<file path="src/rtl/sim_command_unit_pkg.sv">
// Shared definitions for the keyboard command front end: HID usage codes,
// the command FSM state type and the per-key press-event bundle.
package sim_command_unit_pkg;

  // HID usage codes of the keys the simulation reacts to
  localparam logic [7:0] KEY_SPACE = 8'h2C;
  localparam logic [7:0] KEY_S     = 8'h16;
  localparam logic [7:0] KEY_R     = 8'h15;
  localparam logic [7:0] KEY_EQ    = 8'h2E;
  localparam logic [7:0] KEY_MINUS = 8'h2D;

  // Highest speed level; level 0 is the slowest
  localparam logic [2:0] MAX_LEVEL = 3'd7;

  typedef enum logic [1:0] {
    ST_PAUSED    = 2'd0,
    ST_RUNNING   = 2'd1,
    ST_STEPPING  = 2'd2,
    ST_RESETTING = 2'd3
  } sim_cmd_state_t;

  // One bit per recognised key
  typedef struct packed {
    logic space;
    logic step;
    logic reset;
    logic faster;
    logic slower;
  } key_events_t;

  // True when either byte of the keycode carries the given usage code
  function automatic logic code_has_key(input logic [15:0] code, input logic [7:0] key);
    return (code[15:8] == key) || (code[7:0] == key);
  endfunction

  // Which recognised keys are down in a keycode, regardless of byte order
  function automatic key_events_t decode_keys(input logic [15:0] code);
    key_events_t k;
    k.space  = code_has_key(code, KEY_SPACE);
    k.step   = code_has_key(code, KEY_S);
    k.reset  = code_has_key(code, KEY_R);
    k.faster = code_has_key(code, KEY_EQ);
    k.slower = code_has_key(code, KEY_MINUS);
    return k;
  endfunction

endpackage

</file>
<file path="src/rtl/sim_command_unit_debouncer.sv">
// Keycode debouncer. A keycode is accepted once it has been sampled unchanged
// for DEBOUNCE_CYCLES consecutive cycles; on acceptance, every recognised key
// that is down in the new code but was not down in the previous accepted code
// produces a one-cycle press strobe. Strobes are fire-and-forget: there is no
// ready/backpressure, the consumer must act on the cycle the strobe is high.
module key_debouncer
  import sim_command_unit_pkg::*;
#(
  parameter int DEBOUNCE_CYCLES = 500000
) (
  input  logic        clk,
  input  logic        rst,
  input  logic [15:0] keycode,
  output key_events_t press
);

  localparam int CW = (DEBOUNCE_CYCLES > 2) ? $clog2(DEBOUNCE_CYCLES) : 1;
  localparam logic [CW-1:0] CNT_LAST = CW'(DEBOUNCE_CYCLES - 1);

  logic [15:0]   raw_q;
  logic [CW-1:0] stable_ctr;
  logic [15:0]   stable_code;
  logic          accept;
  key_events_t   new_keys;
  key_events_t   old_keys;

  assign accept   = (stable_ctr == CNT_LAST);
  assign new_keys = decode_keys(raw_q);
  assign old_keys = decode_keys(stable_code);

  // Sample, count identical samples, accept the code and strobe new presses
  always_ff @(posedge clk or posedge rst) begin
    if (rst) begin
      raw_q       <= '0;
      stable_ctr  <= '0;
      stable_code <= '0;
      press       <= '0;
    end else begin
      raw_q <= keycode;
      if (keycode == raw_q) begin
        if (stable_ctr != CNT_LAST) stable_ctr <= stable_ctr + CW'(1);
      end else begin
        stable_ctr <= '0;
      end
      if (accept) begin
        stable_code <= raw_q;
        press       <= key_events_t'(new_keys & ~old_keys);
      end else begin
        press <= '0;
      end
    end
  end

endmodule

</file>
<file path="src/rtl/sim_command_unit.sv">
// Keyboard command front end for the ant simulation: debounced key presses
// drive a run/pause/step/reset FSM and a speed level that selects the
// game-clock slowdown factor.
module sim_command_unit
  import sim_command_unit_pkg::*;
#(
  parameter int DEBOUNCE_CYCLES = 500000,
  parameter int RESET_LEN       = 16,
  parameter int BASE_FACTOR     = 4000000,
  parameter int DEFAULT_LEVEL   = 3
) (
  input  logic        Clk,
  input  logic        Reset,
  input  logic [15:0] keycode,
  input  logic        sweep_done,
  output logic        run,
  output logic        sim_reset,
  output logic [2:0]  speed_level,
  output logic [22:0] slowdown_factor,
  output logic [1:0]  state_o
);

  localparam int RCW = (RESET_LEN > 2) ? $clog2(RESET_LEN) : 1;
  localparam logic [RCW-1:0] RST_LAST  = RCW'(RESET_LEN - 1);
  localparam logic [22:0]    BASE_F    = 23'(BASE_FACTOR);
  localparam logic [2:0]     DEF_LEVEL = 3'(DEFAULT_LEVEL);

  sim_cmd_state_t state;
  key_events_t    press;
  logic [RCW-1:0] rst_cnt;

  key_debouncer #(
    .DEBOUNCE_CYCLES(DEBOUNCE_CYCLES)
  ) u_debouncer (
    .clk    (Clk),
    .rst    (Reset),
    .keycode(keycode),
    .press  (press)
  );

  assign state_o = state;

  // Command FSM; run and sim_reset are registered alongside the state.
  // Within one event R beats Space beats S; in STEPPING, Space beats sweep_done.
  always_ff @(posedge Clk or posedge Reset) begin
    if (Reset) begin
      state     <= ST_PAUSED;
      run       <= 1'b0;
      sim_reset <= 1'b0;
      rst_cnt   <= '0;
    end else begin
      case (state)
        ST_PAUSED: begin
          if (press.reset) begin
            state     <= ST_RESETTING;
            run       <= 1'b0;
            sim_reset <= 1'b1;
            rst_cnt   <= '0;
          end else if (press.space) begin
            state <= ST_RUNNING;
            run   <= 1'b1;
          end else if (press.step) begin
            state <= ST_STEPPING;
            run   <= 1'b1;
          end
        end
        ST_RUNNING: begin
          if (press.reset) begin
            state     <= ST_RESETTING;
            run       <= 1'b0;
            sim_reset <= 1'b1;
            rst_cnt   <= '0;
          end else if (press.space) begin
            state <= ST_PAUSED;
            run   <= 1'b0;
          end
        end
        ST_STEPPING: begin
          if (press.reset) begin
            state     <= ST_RESETTING;
            run       <= 1'b0;
            sim_reset <= 1'b1;
            rst_cnt   <= '0;
          end else if (press.space) begin
            state <= ST_RUNNING;
            run   <= 1'b1;
          end else if (sweep_done) begin
            state <= ST_PAUSED;
            run   <= 1'b0;
          end
        end
        ST_RESETTING: begin
          // Keys are ignored; leave after RESET_LEN cycles in this state
          if (rst_cnt == RST_LAST) begin
            state     <= ST_PAUSED;
            run       <= 1'b0;
            sim_reset <= 1'b0;
            rst_cnt   <= '0;
          end else begin
            rst_cnt <= rst_cnt + RCW'(1);
          end
        end
        default: begin
          state     <= ST_PAUSED;
          run       <= 1'b0;
          sim_reset <= 1'b0;
          rst_cnt   <= '0;
        end
      endcase
    end
  end

  // Speed level (saturating, frozen while resetting) and its slowdown factor,
  // which follows the level one cycle later
  always_ff @(posedge Clk or posedge Reset) begin
    if (Reset) begin
      speed_level     <= DEF_LEVEL;
      slowdown_factor <= BASE_F >> DEF_LEVEL;
    end else begin
      slowdown_factor <= BASE_F >> speed_level;
      if (state != ST_RESETTING) begin
        if (press.faster && !press.slower && (speed_level != MAX_LEVEL)) begin
          speed_level <= speed_level + 3'd1;
        end else if (press.slower && !press.faster && (speed_level != 3'd0)) begin
          speed_level <= speed_level - 3'd1;
        end
      end
    end
  end

endmodule
</file>
<file path="config.mk">
export PLATFORM = sky130hd
export DESIGN_NAME = sim_command_unit
export DESIGN_NICKNAME = d
export VERILOG_FILES = /design/src/rtl/sim_command_unit_pkg.sv /design/src/rtl/sim_command_unit_debouncer.sv /design/src/rtl/sim_command_unit.sv
export SDC_FILE = /design/constraint.sdc
export NUM_CORES = 1
export LEC_CHECK = 0
export BUFFER_PORTS_ARGS = -buffer_cell sky130_fd_sc_hd__buf_4
export CELL_PAD_IN_SITES_DETAIL_PLACEMENT = 0
export CELL_PAD_IN_SITES_GLOBAL_PLACEMENT = 1
export CORE_MARGIN = 2
export CORE_UTILIZATION = 40
export DETAILED_ROUTE_END_ITERATION = 10
export PLACE_DENSITY_LB_ADDON = 0.08
export SLEW_MARGIN = 30
export SYNTH_ARGS = -nofsm -noshare
export SYNTH_HDL_FRONTEND = slang
export SYNTH_SLANG_ARGS = --single-unit
</file>
<file path="constraint.sdc">
create_clock -name Clk -period 3.9 [get_ports Clk]
set_clock_uncertainty 0.1 [all_clocks]
set_input_delay 0.78 -clock Clk [delete_from_list [all_inputs] [get_ports Clk]]
set_output_delay 0.78 -clock Clk [all_outputs]
set_load 0.02 [all_outputs]
</file>
---- Word-level counts from Yosys, hierarchy flattened ----
Cells that the tools add are included.
word-level totals
  flip-flop bits (word level) ............. 90
operators by class
  add/sub/neg operators ................... 4
  eq/ne operators ......................... 35
  shift-type cells ........................ 1
  mux-type cells .......................... 30
  bitwise gates (word level) .............. 2
  reductions and logical operators ........ 23
operators by type and width
  cell                   number
  $eq 8x6->1 const B     12
  $eq 8x5->1 const B     8
  $mux 19                2
  $shr 22x3->23 const A  1
  $add 19x1->19 const B  1
  $eq 19x19->1 const B   1
  $ne 19x19->1 const B   1
  $mux 2                 9
  $eq 16x16->1           1
  $logic_or 1x1->1       10
  $mux 1                 10
  $mux 4                 2
  $pmux 2 s4             1
  $pmux 4 s2             1
  $mux 3                 2
  $ne 2x2->1 const B     3
  $and 5x5->5            1
  $mux 5                 1
  $not 5->5              1
  $add 4x1->4 const B    1
  $eq 2x2->1 const B     2
  $eq 4x4->1 const B     1
  $logic_and 1x1->1      4
  $ne 4x1->1 const B     1
  other kinds (16)       18

---- Longest topological paths before layout ----
Gate-level depths: netlist (run 1).
  word-level depth ........................ 5
  gate-level depth with buffers ........... 7
  depth with buffers taken out ............ 7

---- Cells and area by module ----
From an unflattened synthesis (run 1), not the netlist that was laid out.
second synthesis, totals
  cell total of the unflattened synthesis .. 358
  area total of the unflattened synthesis .. 4037.6 um2
by module, submodules not included
  module            times used  cells an instance  area an instance (um2)
  key_debouncer     1           228                2598.7
  sim_command_unit  1           130                1438.9

---- Worst setup path before layout (run 1) ----
No wires, ideal clock.
  kind .................................... reg-to-reg
  from .................................... reg speed_level[0]
  to ...................................... reg speed_level[2]
  library setup time ...................... 0.081 ns
  arrival ................................. 1.944 ns
  path slack .............................. 1.775 ns
  stages on the path, launching flop included .. 8
  buffers on the path ..................... 0
  clock period less this slack ............ 2.125 ns
  cell sequence ........................... dfstp_2 > ha_1 > a21oi_1 > nand2_1 > fa_1 > a21o_1 > a221oi_1 > xnor2_1
between the ends
  word-level cells in the longest chain between the ends .. 4
  elaborated cells on any way between the ends .. 10
RTL lines
  element                                              RTL line                 text
  from (decl)                                          sim_command_unit.sv:18   output logic [2:0] speed_level,
  from (signal assigned)                               sim_command_unit.sv:123  speed_level <= speed_level + 3'd1;
  from (signal assigned)                               sim_command_unit.sv:125  speed_level <= speed_level - 3'd1;
  branches (longest 4 deep; another with $sub 3x1->3)  -
Several ways; the timed one is not identified. The select of a mux whose other input is x is not followed.
A chain may end at the register's enable or synchronous reset.

---- Worst setup path in the final report (run 1) ----
  from .................................... reg u_debouncer.stable_ctr[9]
  to ...................................... reg u_debouncer.stable_code[11]
between the ends
  word-level cells in the longest chain between the ends .. 1
RTL lines
  element                 RTL line                          text
  from (decl)             sim_command_unit_debouncer.sv:21  logic [CW-1:0] stable_ctr;
  from (signal assigned)  sim_command_unit_debouncer.sv:41  if (stable_ctr != CNT_LAST) stable_ctr <= stable_ctr + CW'(1);
  $eq 19x19->1            sim_command_unit_debouncer.sv:27  assign accept = (stable_ctr == CNT_LAST);
  to (signal assigned)    sim_command_unit_debouncer.sv:46  stable_code <= raw_q;
  to (decl)               sim_command_unit_debouncer.sv:22  logic [15:0] stable_code;
Every way passes these cells.

==> results of run 1 <==
## cells in the mapped netlist (5+ instances only)
cell type and number:
nand2b_1 12, dfrtp_1 79, nand2_1 27, mux2_2 15, nor2_1 27, xnor2_1 7, dfstp_2 9, inv_1 11
nand4_1 10, nor3b_1 5, nand3_1 16, o21ai_0 14, a21oi_1 11, ha_1 7, a211oi_1 5, xor2_1 21
nor4_1 6
## flip-flops by register name, indices dropped and copies added, names as in the netlist, 2 cells and up
signal	count
slowdown_factor	21
u_debouncer.raw_q	16
u_debouncer.press	5
u_debouncer.stable_ctr	19
u_debouncer.stable_code	16
rst_cnt	4
speed_level	3
state_o	2
## per-stage QoR
stage               area [sq um]  power (mW)  util [%]  cells
finish                      4590        1.58      47.4    537
CTS                         4590        1.61      47.4    537
global route                4590        1.65      47.4    537
global placement            4410        1.01      45.6    521
floorplan                   3950       0.978         -    352
detailed placement          4410        1.01      45.6    521
## final cells by class
cell class	count	area (sq um)
Inverter	12	46.3
Timing Repair Buffer	49	368
Clock buffer	9	124
Sequential cell	88	2210
Fill cell	901	5090
Tap cell	133	166
Multi-Input combinational cell	239	1620
Clock inverter	7	53.8
## critical path, stage by stage, from the launching register on
cell and delay, ns:
dfrtp_1 0.44, nor4b_1 0.42, nand4_1 0.26, nor2_1 0.76
mux2_2 0.41
## power by group
part	switching (mW)	internal, mW	total, mW
Clock	0.352	0.237	0.589
Sequential	0.0101	0.921	0.931
Combinational	0.0341	0.0237	0.0578
## metal layers
metal  wire [um]  part of all wire [%]  track usage, %
met1        3780                    49            22.9
met4         137                   1.8            6.98
met3         319                   4.1            3.29
met5           0                     0               0
met2        3460                    45            23.4
## kinds of logic (layout without fill, tap and decap cells)
| kind of cell | after synthesis | count (layout) |
|---|---|---|
| buffers and inverters | 25 | 77 |
| adder cells (fa/ha/maj) | 8 | 8 |
| XOR/XNOR | 28 | 28 |
| AND/OR/NAND/NOR | 136 | 136 |
| other | 1 | 2 |
| flip-flops | 88 | 88 |
| multiplexers | 15 | 15 |
| AO/OA/AOI/OAI | 50 | 50 |
## worst paths after layout
path                                               endpoint  depth (start not counted)
worst max-delay path            u_debouncer.stable_code[11]                          4
worst max register to register  u_debouncer.stable_code[11]                          4
worst min-delay path                     slowdown_factor[7]                          2
max in group asynchronous              u_debouncer.raw_q[9]                          3
worst min register to register                   rst_cnt[3]                          1
min in group Clk                                 rst_cnt[3]                          1
==> impl_metrics.json, run 1 <==
{
  "antenna_found_initial": 0,
  "cap_violations": 0,
  "power_density_mw_per_mm2": 344,
  "clock-sinks": 88,
  "wire_per_inst_um": 14.3,
  "drc_errors": 0,
  "place_congestion": 0.818,
  "via_per_inst": 5.04,
  "clk_latency_ns": 0.36,
  "critPathCaptureType": "flip-flop",
  "nets": 426,
  "die_h_um": 103,
  "grt_pass1_wl_um": 12900,
  "synth_edf_count": 0,
  "setup_tns_ns": 0,
  "slew_headroom_pct": 38.7,
  "final_cell_mix": "dfrtp_1 (79), buf_4 (49), nor2_1 (27), nand2_1 (27), xor2_1 (21)",
  "root_buffer": "clkbuf_8",
  "grt_pass1_vias": 2540,
  "yosysUniqueCellTypes": 56,
  "netlist_area_sq_mm": 0.00395,
  "yosysTopAreaCell": "dfrtp_1",
  "cts_buffers": 9,
  "yosysWarnings": 0,
  "drv_slew": 0,
  "ios": 49,
  "peakVddDrop_mv": 0.160,
  "rows": 36,
  "post-route-min-period_ns": 2.50,
  "grt_max_degree": 34,
  "cp_max_fo": 11,
  "clockBufferDepth": 2,
  "synth_seq_area_share_pct": 56.1,
  "hold_viol_final": 0,
  "synth_seq_cells": 88,
  "start_kind": "flip-flop",
  "cts_tree": "done",
  "cp.arrival_ns": 2.65,
  "syn_to_final_growth_pct": 16.4,
  "cts_setup_buffers": 0,
  "final_common_cell": "dfrtp_1",
  "synth_top_family_by_area": "simple AND/OR/NAND/NOR gates",
  "finalWorstSetupSlack_ns": 1.40,
  "synth_cells": 351,
  "synth_ff_type": "dfrtp_1",
  "fmax_mhz": 399,
  "diodes": 0,
  "drive_gt1_share_pct": 24.3,
  "worstSetupStartpoint": "u_debouncer.stable_ctr[9]",
  "synthAdderAreaFrac_pct": 2.73,
  "r2r-start": "u_debouncer.stable_ctr[9]",
  "synth_compound_area_share_pct": 8.21,
  "dp_hpwl_um": 5360,
  "synth.top_cell.area_share_pct": 50.1,
  "hold_slack_ns": 0.320,
  "grt_usage_pct": 15.9,
  "post_cts_resized": 0,
  "p_leak_nw": 2.06,
  "status": "complete, no violations",
  "synth_mux_area_share_pct": 4.28,
  "initial_core_util_pct": 40.7,
  "postSynthAreaPerCell_sq_um": 11.2,
  "grt.overflow.total": 0,
  "routed-via-count": 2707,
  "finalCritPeriodShare_pct": 64.2,
  "coreArea_sq_mm": 0.00968,
  "htreeDepth": 3,
  "synthArstFlopShare_pct": 100,
  "synth_xor_area_share_pct": 6.22,
  "antenna_left": 0,
  "criticalPathCategory": "flip-flop to flip-flop",
  "die_w_um": 103,
  "drt-total-wl_um": 7690,
  "setup-violations-final": 0,
  "crit_required_ns": 4.04,
  "path_clk_slew_ns": 0.10,
  "dieArea_sq_mm": 0.0107,
  "place_ws_ns": 1.41,
  "synth_area_leaders": "dfrtp_1 (50%), dfstp_2 (6.0%), xor2_1 (4.7%)",
  "cts_hold_buf": 0,
  "worst_slew_pin_slew_ns": 0.916,
  "firstDrtPassIters": 4,
  "hold_path.class": "input pin to async pin",
  "drt-initial-drc-count": 102,
  "rrSetupSlack_ns": 1.40,
  "rsz0062_at_grt": "no",
  "io_buffers": 46,
  "synth-simple-area-share_pct": 19.4
}
No activity file was read; power rests on OpenSTA's default activity.
==> run 2: changes to the inputs <==
==> constraint.sdc (replaced) <==
create_clock -name Clk -period 2.04 [get_ports Clk]
set_clock_uncertainty 0.1 [all_clocks]
set_input_delay 0.408 -clock Clk [delete_from_list [all_inputs] [get_ports Clk]]
set_output_delay 0.408 -clock Clk [all_outputs]
set_load 0.02 [all_outputs]
==> impl_metrics.json, run 2 (synthesis gave the netlist of run 1 again) <==
{
  "status": "complete, no violations",
  "drc_errors": 0,
  "clk_latency_ns": 0.35,
  "grt_usage_pct": 16.1,
  "place_inst": 539,
  "place_area_sq_mm": 0.00459,
  "grt.overflow.total": 0,
  "setup-violations-final": 0,
  "crit_required_ns": 2.21,
  "antenna_left": 0,
  "finalWorstSetupSlack_ns": 0.0792,
  "hold_viol_final": 0,
  "worstPathCellList": "ha_2 -> a21oi_4 -> nand2_1 -> fa_2 -> a21o_1 -> a221oi_2 -> xnor2_1",
  "grt_use_met2_pct": 25.5,
  "grt_max_degree": 47,
  "fin_cells": 556,
  "die_h_um": 103,
  "rows": 36,
  "place_congestion": 0.841,
  "die_w_um": 103,
  "routed-via-count": 2800,
  "hold_path.class": "input pin to async pin",
  "grt_pass1_vias": 2690,
  "finalPower_mw": 3.17,
  "final_cell_mix": "dfrtp_1 (79), buf_4 (66), nor2_1 (27), nand2_1 (27), xor2_1 (21)",
  "drt-initial-drc-count": 123,
  "top_regs": "slowdown_factor (21), u_debouncer.stable_ctr (19)",
  "slowest_delay_ns": 0.41,
  "cp.arrival_ns": 2.13,
  "hold_slack_ns": 0.0298,
  "final_common_cell": "dfrtp_1",
  "coreArea_sq_mm": 0.00968,
  "antenna_found_initial": 0,
  "grt-busiest-layer": "met2",
  "place_ws_ns": 0.0305,
  "drv_slew": 0,
  "setup_tns_ns": 0,
  "via_per_inst": 5.04,
  "finalCritPeriodShare_pct": 96.1,
  "cts_hold_buf": 0,
  "syn_to_final_growth_pct": 22.5,
  "wire_per_inst_um": 14.1,
  "dp_hpwl_um": 5730,
  "dieArea_sq_mm": 0.0107,
  "diodes": 0,
  "critPathCaptureType": "flip-flop",
  "power_density_mw_per_mm2": 655,
  "drive_gt1_share_pct": 29.3,
  "grt_pass1_wl_um": 13300,
  "fin_area_sq_mm": 0.00483,
  "clock-sinks": 88,
  "initial_core_util_pct": 40.7,
  "htreeDepth": 3,
  "p_leak_nw": 2.18,
  "io_buffers": 46,
  "firstDrtPassIters": 4,
  "start_kind": "flip-flop",
  "fin_util_pct": 49.9,
  "criticalPathCategory": "flip-flop to flip-flop",
  "nets": 445,
  "met1_usage_pct": 22.3,
  "regMostFlops": "slowdown_factor",
  "grt_use_met3_pct": 2.69,
  "root_buffer": "clkbuf_8",
  "clockBufferDepth": 2,
  "cap_violations": 0,
  "cp_max_fo": 4,
  "cp_slowest_cell": "dfstp_2",
  "fmax_mhz": 510,
  "post-route-min-period_ns": 1.96,
  "path_clk_slew_ns": 0.10,
  "cts_tree": "done",
  "drt-total-wl_um": 7860,
  "largest_register_ffs": 21,
  "ios": 49,
  "r2r_cells": 7,
  "cts_buffers": 9,
  "peakVddDrop_mv": 0.378
}
run 2: changes by cell type in the layout (fill, tap and decap cells not counted), moves of 2 or more:
cell      change
ha_1          -2
clkinv_2      -2
buf_12        +2
buf_4        +17
ha_2          +2
a21oi_1       -2
run 2: layout make-up:
cell class | instances | area (sq um)
fill | 873 | 4850
sequential | 88 | 2210
multi-input combinational | 239 | 1660
timing repair buffer | 68 | 536
tap | 133 | 166
clock buffer | 10 | 138
clock inverter | 6 | 75.1
inverter | 12 | 48.8
run 2: power by group:
part	leakage [nW]	internal (mW)	switching (mW)	total, mW
Sequential	1.14	1.76	0.0206	1.78
Combinational	0.932	0.0510	0.0647	0.116
Clock	0.105	0.619	0.650	1.27
run 2: worst paths after layout:
path / end / slack (ns) / start
min in group Clk: u_debouncer.raw_q[15] / 0.07 / keycode[15]
hold / removal: u_debouncer.stable_code[11] / 0.03 / Reset
hold reg to reg: run / 0.39 / run
setup / recovery: speed_level[2] / 0.08 / speed_level[0]
setup reg to reg: speed_level[2] / 0.08 / speed_level[0]
max in group asynchronous: slowdown_factor[18] / 1.52 / Reset
run 2: repair_timing:
item,4_1_cts,5_1_grt
endpoints found under the setup margin,1,15
hold endpoints to repair,0,0
pin swaps,1,0
resized for setup,0,5
buffers inserted,0,1
run 2: critical path: cells and delay by family, from the launching register on:
kind	cells	cell delay, ns
simple gates	1	0.10
fa+ha+maj	2	0.56
compound gates	3	0.57
xor+xnor	1	0.14
flops	1	0.41
run 2: layer usage:
metal	share of wire (%)	wire length, um
met1	49	3860
met2	47	3660
met3	3.0	236
met4	1.2	98
met5	0	0
